$ cat config.mk
export PLATFORM = sky130hd
export DESIGN_NAME = operand_fetch_flat
export DESIGN_NICKNAME = d
export VERILOG_FILES = /design/src/rtl/cpu_pkg.sv /design/src/rtl/operand_fetch_if.sv /design/src/rtl/regfile_2r1w.sv /design/src/rtl/operand_fetch.sv /design/src/flat_wrapper.sv
export SDC_FILE = /design/constraint.sdc
export NUM_CORES = 1
export LEC_CHECK = 0
export BUFFER_PORTS_ARGS = -buffer_cell sky130_fd_sc_hd__buf_2
export CAP_MARGIN = 20
export CELL_PAD_IN_SITES_DETAIL_PLACEMENT = 0
export CELL_PAD_IN_SITES_GLOBAL_PLACEMENT = 1
export CORE_ASPECT_RATIO = 0.7
export CORE_MARGIN = 8
export CORE_UTILIZATION = 40
export CTS_CLUSTER_DIAMETER = 100
export DETAILED_ROUTE_END_ITERATION = 12
export GPL_ROUTABILITY_DRIVEN = 1
export GPL_TIMING_DRIVEN = 0
export HOLD_SLACK_MARGIN = 0.02
export PLACE_DENSITY = 0.73
export SLEW_MARGIN = 20
export SYNTH_ARGS = -nofsm -noshare
export SYNTH_HDL_FRONTEND = slang
export SYNTH_SLANG_ARGS = --single-unit
$ cat constraint.sdc
create_clock -name clk -period 3.05 [get_ports clk]
set_clock_uncertainty 0.2 [all_clocks]
set_input_delay 0.4575 -clock clk [delete_from_list [all_inputs] [get_ports clk]]
set_output_delay 0.4575 -clock clk [all_outputs]
set_load 0.01 [all_outputs]
$ cat src/rtl/cpu_pkg.sv
// Shared CPU definitions: datapath widths, opcodes and the issue-stage instruction layout.
package cpu_pkg;

    localparam int unsigned DATA_W  = 16;
    localparam int unsigned NREGS   = 8;
    localparam int unsigned ADDR_W  = 3;
    localparam int unsigned IMM_W   = 6;
    localparam int unsigned OP_W    = 3;
    localparam int unsigned INSTR_W = 16;

    typedef enum logic [OP_W-1:0] {
        OP_ADD  = 3'b000,
        OP_SUB  = 3'b001,
        OP_SHR  = 3'b010,
        OP_SHL  = 3'b011,
        OP_NAND = 3'b100,
        OP_OR   = 3'b101,
        OP_PASS = 3'b110,
        OP_ILL  = 3'b111
    } op_e;

    // [15:13] op, [12:10] rd, [9:7] rs, [6] imm_sel, [5:0] imm6 (rt aliases imm6[5:3])
    typedef struct packed {
        op_e               op;
        logic [ADDR_W-1:0] rd;
        logic [ADDR_W-1:0] rs;
        logic              imm_sel;
        logic [IMM_W-1:0]  imm6;
    } instr_t;

    function automatic logic [DATA_W-1:0] sext_imm(input logic [IMM_W-1:0] imm);
        return {{(DATA_W-IMM_W){imm[IMM_W-1]}}, imm};
    endfunction

endpackage

$ cat src/rtl/operand_fetch_if.sv
// Issue-stage bus: instruction in, ALU bundle out, write-back in.
interface operand_fetch_if;
    import cpu_pkg::*;

    logic               instr_valid;
    logic [INSTR_W-1:0] instr;
    logic               instr_ready;
    logic               ex_valid;
    logic               ex_ready;
    logic [DATA_W-1:0]  a;
    logic [DATA_W-1:0]  b;
    logic [OP_W-1:0]    alu_op;
    logic [ADDR_W-1:0]  ex_rd;
    logic               wb_en;
    logic [ADDR_W-1:0]  wb_addr;
    logic [DATA_W-1:0]  wb_data;
    logic               illegal;

    modport master (
        output instr_valid, instr, ex_ready, wb_en, wb_addr, wb_data,
        input  instr_ready, ex_valid, a, b, alu_op, ex_rd, illegal
    );

    modport slave (
        input  instr_valid, instr, ex_ready, wb_en, wb_addr, wb_data,
        output instr_ready, ex_valid, a, b, alu_op, ex_rd, illegal
    );

endinterface

$ cat src/rtl/regfile_2r1w.sv
// NREGS x DATA_W register file: two async read ports with write-through, one sync write, R0 = 0.
module regfile_2r1w
    import cpu_pkg::*;
(
    input  logic              clk,
    input  logic              rst,
    input  logic [ADDR_W-1:0] ra0,
    output logic [DATA_W-1:0] rd0,
    input  logic [ADDR_W-1:0] ra1,
    output logic [DATA_W-1:0] rd1,
    input  logic              we,
    input  logic [ADDR_W-1:0] wa,
    input  logic [DATA_W-1:0] wd
);

    logic [DATA_W-1:0] mem [NREGS];

    always_ff @(posedge clk) begin
        if (rst) begin
            for (int i = 0; i < int'(NREGS); i++) mem[i] <= '0;
        end else if (we && wa != '0) begin
            mem[wa] <= wd;
        end
    end

    // Same-cycle write data is forwarded so a reader never sees the stale value.
    assign rd0 = (ra0 == '0) ? '0 : (we && wa == ra0) ? wd : mem[ra0];
    assign rd1 = (ra1 == '0) ? '0 : (we && wa == ra1) ? wd : mem[ra1];

endmodule

$ cat src/rtl/operand_fetch.sv
// Issue stage: decode, operand read, RAW/WAW scoreboard and the output register feeding the ALU.
module operand_fetch
    import cpu_pkg::*;
(
    input  logic          clk,
    input  logic          rst,
    operand_fetch_if.slave bus
);

    instr_t            dec;
    logic [ADDR_W-1:0] rt;
    logic [DATA_W-1:0] rf_a;
    logic [DATA_W-1:0] rf_b;
    logic [NREGS-1:0]  busy;
    logic              pend_rs;
    logic              pend_rt;
    logic              pend_rd;
    logic              hazard;
    logic              advance;
    logic              accept;
    logic              legal;

    assign dec = instr_t'(bus.instr);
    assign rt  = dec.imm6[IMM_W-1:IMM_W-ADDR_W];

    regfile_2r1w u_rf (
        .clk (clk),
        .rst (rst),
        .ra0 (dec.rs),
        .rd0 (rf_a),
        .ra1 (rt),
        .rd1 (rf_b),
        .we  (bus.wb_en),
        .wa  (bus.wb_addr),
        .wd  (bus.wb_data)
    );

    // A busy register whose write-back lands this cycle is already resolved via the bypass.
    always_comb begin
        pend_rs = busy[dec.rs] && !(bus.wb_en && bus.wb_addr == dec.rs);
        pend_rt = busy[rt]     && !(bus.wb_en && bus.wb_addr == rt);
        pend_rd = busy[dec.rd] && !(bus.wb_en && bus.wb_addr == dec.rd);
        hazard  = pend_rs || (!dec.imm_sel && pend_rt) || pend_rd;
    end

    assign advance         = !bus.ex_valid || bus.ex_ready;
    assign bus.instr_ready = !rst && advance && !hazard;
    assign accept          = bus.instr_valid && bus.instr_ready;
    assign legal           = (dec.op != OP_ILL);

    // Set wins over a same-cycle clear; R0 is never tracked.
    always_ff @(posedge clk) begin
        if (rst) begin
            busy <= '0;
        end else begin
            for (int i = 1; i < int'(NREGS); i++) begin
                if (accept && legal && dec.rd == ADDR_W'(i))
                    busy[i] <= 1'b1;
                else if (bus.wb_en && bus.wb_addr == ADDR_W'(i))
                    busy[i] <= 1'b0;
            end
            busy[0] <= 1'b0;
        end
    end

    always_ff @(posedge clk) begin
        if (rst) begin
            bus.ex_valid <= 1'b0;
            bus.a        <= '0;
            bus.b        <= '0;
            bus.alu_op   <= '0;
            bus.ex_rd    <= '0;
            bus.illegal  <= 1'b0;
        end else begin
            bus.illegal <= accept && !legal;
            if (advance) begin
                bus.ex_valid <= accept && legal;
                if (accept && legal) begin
                    bus.a      <= rf_a;
                    bus.b      <= dec.imm_sel ? sext_imm(dec.imm6) : rf_b;
                    bus.alu_op <= dec.op;
                    bus.ex_rd  <= dec.rd;
                end
            end
        end
    end

endmodule
$ cat src/flat_wrapper.sv
// flat-port wrapper written by rule: the top's interface ports become plain ports
module operand_fetch_flat import cpu_pkg::*;
  (clk, rst, bus_instr_valid, bus_instr, bus_ex_ready, bus_wb_en, bus_wb_addr, bus_wb_data, bus_instr_ready, bus_ex_valid, bus_a, bus_b, bus_alu_op, bus_ex_rd, bus_illegal);
  operand_fetch_if bus_i ();
  input  logic clk;
  input  logic rst;
  input wire logic [$bits(bus_i.instr_valid)-1:0] bus_instr_valid;
  input wire logic [$bits(bus_i.instr)-1:0] bus_instr;
  input wire logic [$bits(bus_i.ex_ready)-1:0] bus_ex_ready;
  input wire logic [$bits(bus_i.wb_en)-1:0] bus_wb_en;
  input wire logic [$bits(bus_i.wb_addr)-1:0] bus_wb_addr;
  input wire logic [$bits(bus_i.wb_data)-1:0] bus_wb_data;
  output wire logic [$bits(bus_i.instr_ready)-1:0] bus_instr_ready;
  output wire logic [$bits(bus_i.ex_valid)-1:0] bus_ex_valid;
  output wire logic [$bits(bus_i.a)-1:0] bus_a;
  output wire logic [$bits(bus_i.b)-1:0] bus_b;
  output wire logic [$bits(bus_i.alu_op)-1:0] bus_alu_op;
  output wire logic [$bits(bus_i.ex_rd)-1:0] bus_ex_rd;
  output wire logic [$bits(bus_i.illegal)-1:0] bus_illegal;
  assign bus_i.instr_valid = bus_instr_valid;
  assign bus_i.instr = bus_instr;
  assign bus_i.ex_ready = bus_ex_ready;
  assign bus_i.wb_en = bus_wb_en;
  assign bus_i.wb_addr = bus_wb_addr;
  assign bus_i.wb_data = bus_wb_data;
  assign bus_instr_ready = bus_i.instr_ready;
  assign bus_ex_valid = bus_i.ex_valid;
  assign bus_a = bus_i.a;
  assign bus_b = bus_i.b;
  assign bus_alu_op = bus_i.alu_op;
  assign bus_ex_rd = bus_i.ex_rd;
  assign bus_illegal = bus_i.illegal;
  operand_fetch u_core (.clk(clk), .rst(rst), .bus(bus_i));
endmodule
After elaboration in Yosys (flattened, before gate mapping)
Memories as Yosys holds them, arrays and structs flattened.
Index checks and enable logic that the tools add are counted.
{ "word_totals": {"mem_bits_rw": 128, "elab_cells": 119, "register_bits": 48, "output_inout_bits": 41, "mem_count": 1} }
{ "mem_list": {"columns": ["memory", "depth", "word_bits", "read_ports", "rd_ports_with_merged_regs", "write_ports", "line", "rtl"], "rows": [
  ["u_core.u_rf.mem", 8, 16, 2, 0, 8, "regfile_2r1w.sv:16", "logic [DATA_W-1:0] mem [NREGS];"]
]} }
{ "classes": {"n_reduce_logical": 50, "n_eq_ne": 18, "muxes": 33, "n_lt_le_gt_ge": 3} }
{ "ops": {"columns": ["operator", "count"], "rows": [
  ["16-bit two-way mux", 6],
  ["1-bit logical AND", 27],
  ["3-bit == test, second input constant", 8],
  ["1-bit two-way mux", 23],
  ["16-bit OR reduction", 1],
  ["2-bit nonzero test", 7],
  ["3-bit by 2-bit == test with 1-bit output, second input constant", 4],
  ["3-bit by 4-bit < comparator with 1-bit output, second input constant", 3],
  ["1-bit binary-select mux with 3-bit select", 3],
  ["3-bit == test", 3],
  ["1-bit logical NOT", 8],
  ["3-bit by 1-bit == test with 1-bit output, second input constant", 2],
  ["3-bit logical NOT", 2],
  ["1-bit logical OR", 3],
  ["3-bit two-way mux", 1],
  ["3-bit != test, second input constant", 1],
  ["3-bit nonzero test", 1],
  ["2-bit AND reduction", 1]
]} }

Depth between registers and ports, before layout
{ "depth": {"depth_word": 13, "depth_mapped": 8, "depth_no_buf": 6} }

By module
From an unflattened synthesis, not the netlist that was laid out.
{ "hier_totals": {"hier_cells": 796, "area_unflattened_um2": 9425.3} }
{ "by_module_without_submodules": {"columns": ["mod", "instances", "seq_area_each_um2", "cells_per_inst", "area_per_inst_um2"], "rows": [
  ["regfile_2r1w", 1, 3843.7, 538, 7113.1],
  ["operand_fetch", 1, 940.9, 258, 2312.2]
]} }

Worst setup path before layout
OpenSTA, ideal clock, no wires.
{ "synth_path": {"path_type": "input-to-reg", "from": "in bus_wb_addr[0]", "to": "mem u_core.u_rf.mem[1][0], enable pin", "path_slack_ps": 292, "arrival_ps": 2142, "cell_stages": 3, "setup_time_ps": 416, "cell_sequence": "clkbuf_1 > nand2b_1 > o21ai_0"} }
{ "synth_rtl": {"columns": ["element", "line", "rtl"], "rows": [
  ["start: declaration", "flat_wrapper.sv:11", "input wire logic [$bits(bus_i.wb_addr)-1:0] bus_wb_addr;"],
  ["end: declaration", "regfile_2r1w.sv:16", null]
]} }

Worst setup path after layout
{ "layout_path": {"from": "in bus_instr[4]", "to": "reg u_core.bus.b[0]"} }
{ "layout_between": {"elab_chain_len": 12, "word_cells_on_any_way": 19, "cone_classes": "eq/ne: 1; mux: 5; reduce/logical: 12; memory: 1"} }
{ "layout_rtl": {"columns": ["element", "line", "rtl"], "rows": [
  ["start: declaration", "flat_wrapper.sv:8", "input wire logic [$bits(bus_i.instr)-1:0] bus_instr;"],
  ["branches (longest 12 deep; another with 1-bit binary-select mux with 3-bit select)", null, null],
  ["end signal: assignment", "operand_fetch.sv:80", "bus.b <= dec.imm_sel ? sext_imm(dec.imm6) : rf_b;"],
  ["end: declaration", "operand_fetch_if.sv:26", "output instr_ready, ex_valid, a, b, alu_op, ex_rd, illegal"]
]} }
Parallel ways; which one is timed is not known. The select of a mux whose other input is x is not followed.
A chain may end at the register's enable or synchronous reset.

==> impl_metrics.json <==
{
  "outcome": "finished, final reports clean",
  "clk_path_buf_depth": 2,
  "peakVddDrop_v": 0.000411,
  "synth-seq-area-share": 0.525,
  "synth_area_leader_cell": "edfxtp_1",
  "n_antenna_cell": 0,
  "core_um2": 22500,
  "synthTopCellsByArea": "edfxtp_1 42%, mux4_2 16%, dfxtp_1 10%",
  "grt_pass1_vias": 6312,
  "nets": 804,
  "maxCapViolCount": 0,
  "fmax_ghz": 0.330,
  "power_frac_clock": 0.363,
  "async_reset_ff_frac": 0,
  "cts_setup_buffers": 0,
  "p_sw_w": 0.00147,
  "dieArea_um2": 27900,
  "worstPathMaxFanout": 10,
  "grt_setup_unrepaired": "yes",
  "syn_inst": 654,
  "power.density_nw_per_um2": 531,
  "finalCriticalPeriod_ns": 3.03,
  "clk_latency_ns": 0.43,
  "grt-ovfl-total": 0,
  "slew_headroom": 0.237,
  "leakagePower_nw": 3.92,
  "final_cell_mix": "128 x edfxtp_1, 113 x and2_1, 83 x buf_2, 66 x mux4_2, 47 x dfxtp_1",
  "finalHoldViolations": 0,
  "post_dp_cell_area_um2": 10100,
  "layout_commonest_cell": "edfxtp_1",
  "slew_violations": 0,
  "dr.pass1.iters": 5,
  "path_class": "in2reg",
  "cp.arrival_ns": 3.10,
  "dp_hpwl_mm": 19.1,
  "post-route-period-util": 0.993,
  "synth_xor_area_frac": 0.00865,
  "numCtsBuffers": 17,
  "final_cell_area_um2": 10700,
  "io_pins": 81,
  "clk_root_buffer_cell": "clkbuf_16",
  "drc": 0,
  "rows": 46,
  "startpoint_type": "input port",
  "intPower_w": 0.00419,
  "via_per_inst": 5.75,
  "synth-edff-count": 128,
  "synth_area_um2": 9110,
  "yosysWarnings": 0,
  "grt_pass1_wl_mm": 40.2,
  "synth_compound_area_frac": 0.0687,
  "hp-start": "bus_instr[14]",
  "cts_tree": "done",
  "cts_hold_buf": 0,
  "crit_start": "bus_instr[4]",
  "crit_path_end_kind": "flop",
  "synth.area.mux_share": 0.244,
  "syn2layout_area_growth_pct": 17.0,
  "htreeDepth": 4,
  "setup_violations": 0,
  "wirelength_mm": 27.3,
  "dp_slack_ns": -0.563,
  "final_antenna_net_count": 0,
  "regToRegStartpoint": "u_core.busy[6]$_SDFFE_PP0P_",
  "synth_fa_ha_area_frac": 0,
  "worst_slack_ns": 0.0220,
  "grt_antenna_before_repair": 3,
  "cp.required_ns": 3.12,
  "grt_max_degree": 18,
  "swShare": 0.259,
  "synthFlopType": "edfxtp_1",
  "post_synth_num_cell_types": 47,
  "synth_seq_cells": 175,
  "die_h_um": 142,
  "power_w": 0.00566,
  "synth_top_family_by_area": "multiplexers",
  "post_drt_wl_per_cell_um": 25.1,
  "holdWs_ns": 0.0766,
  "routabilityCongestion": 0.856,
  "tightest_slew_ns": 1.14,
  "layout-drive-gt1-share": 0.309,
  "clkSinkCount": 175,
  "initial_core_util": 0.405,
  "avgSynthCellArea_um2": 13.9,
  "seq_power_share": 0.491,
  "comb_power_share": 0.145,
  "fp.dieW_um": 196,
  "synth.top_cell.area_share": 0.422,
  "synth_simple_gate_area_frac": 0.124,
  "num_vias": 6264,
  "grt_usage": 0.197,
  "drt_iter0_markers": 620,
  "hold_path.class": "in2reg",
  "clkTransAtPathRegs_ns": 0.06,
  "portBuffers": 72
}
[area by class of cell]
type / count / area [um2]
Fill cell: 1979 / 11800
Tap cell: 312 / 390
Timing Repair Buffer: 76 / 458
Buffer: 55 / 244
Multi-Input combinational cell: 431 / 4210
Clock buffer: 18 / 429
Inverter: 8 / 30.0
Clock inverter: 14 / 116
Sequential cell: 175 / 4780
[Yosys cell counts, types with 2 or more instances]
master and n:
edfxtp_1 128, and2_1 113, mux4_2 66, dfxtp_1 47, clkbuf_1 40, a21oi_1 28
nor2b_1 26, mux2i_1 23, o21ai_0 22, mux2_2 18, mux2_4 18, buf_2 12
a221oi_1 11, a311oi_1 11, nand2_1 10, xnor2_1 9, inv_1 8, nor2_1 7
nor3_1 6, a222oi_1 5, nand2b_1 5, o22ai_1 5, mux2_1 3, nand3_1 3
a221o_1 2, a31oi_1 2, and4_1 2, buf_6 2, nand4_1 2, o31ai_1 2
or3_1 2
[worst paths after layout]
path                                       endpoint  slack [ns]  cells after the start
hold reg to reg        u_core.bus.b[1]$_SDFFE_PP0P_        0.26                      2
setup / recovery       u_core.bus.b[0]$_SDFFE_PP0P_        0.02                      7
setup reg to reg       u_core.bus.a[9]$_SDFFE_PP0P_        0.55                      7
hold / removal    u_core.bus.alu_op[1]$_SDFFE_PP0P_        0.08                      2
[cell families after synthesis]
group	after synthesis
compound gates	93
flops	175
buf+inv	63
other cells	1
xor+xnor	9
mux	128
simple gates	185
[repair_timing]
item | in CTS | in global routing
resized for setup | 1 | 8
setup endpoints to repair | 5 | 11
hold endpoints to repair | 0 | 0
[through the flow]
| stage | std cells | TNS (ns) | util |
|---|---|---|---|
| CTS | 1089 | 0 | 0.473 |
| global route | 1089 | -0.0712 | 0.474 |
| finish | 1089 | 0 | 0.474 |
| detailed placement | 1057 | -14.03 | 0.449 |
| global placement | 1053 | -143.92 | 0.441 |
| floorplan | 669 | 0 | - |
[worst max-delay path, stage by stage]
cell	delay [ns]
buf_2	0.09
clkbuf_1	0.47
buf_1	0.65
mux4_2	0.43
mux2_2	0.28
a222oi_1	0.55
mux2i_1	0.17
[flip-flops by register name (all words and copies together), names as in the netlist]
| register | count |
|---|---|
| u_core.bus.b | 16 |
| u_core.busy | 7 |
| u_core.bus.illegal | 1 |
| u_core.bus.ex_rd | 3 |
| u_core.bus.alu_op | 3 |
| u_core.bus.ex_valid | 1 |
| u_core.bus.a | 16 |
| u_core.u_rf.mem | 128 |
[per-layer routing]
layer / global-route usage / routed length [um] / vias up
met5: 0 / 36 / -
met1: 0.266 / 11800 / 3182
met4: 0.0609 / 499 / 6
met3: 0.0626 / 2800 / 37
met2: 0.298 / 12100 / 304
li1: - / - / 2735
[power by group through the flow]
stage	clock, W	sequential [W]	combinational, W
global route	0.00218	0.00280	0.000872
global placement	0	0.00282	0.000769
finish	0.00205	0.00278	0.000821
CTS	0.00208	0.00278	0.000817
detailed placement	0	0.00283	0.000813
floorplan	0	0.00282	0.000498
No activity file was read; power rests on OpenSTA's default activity.
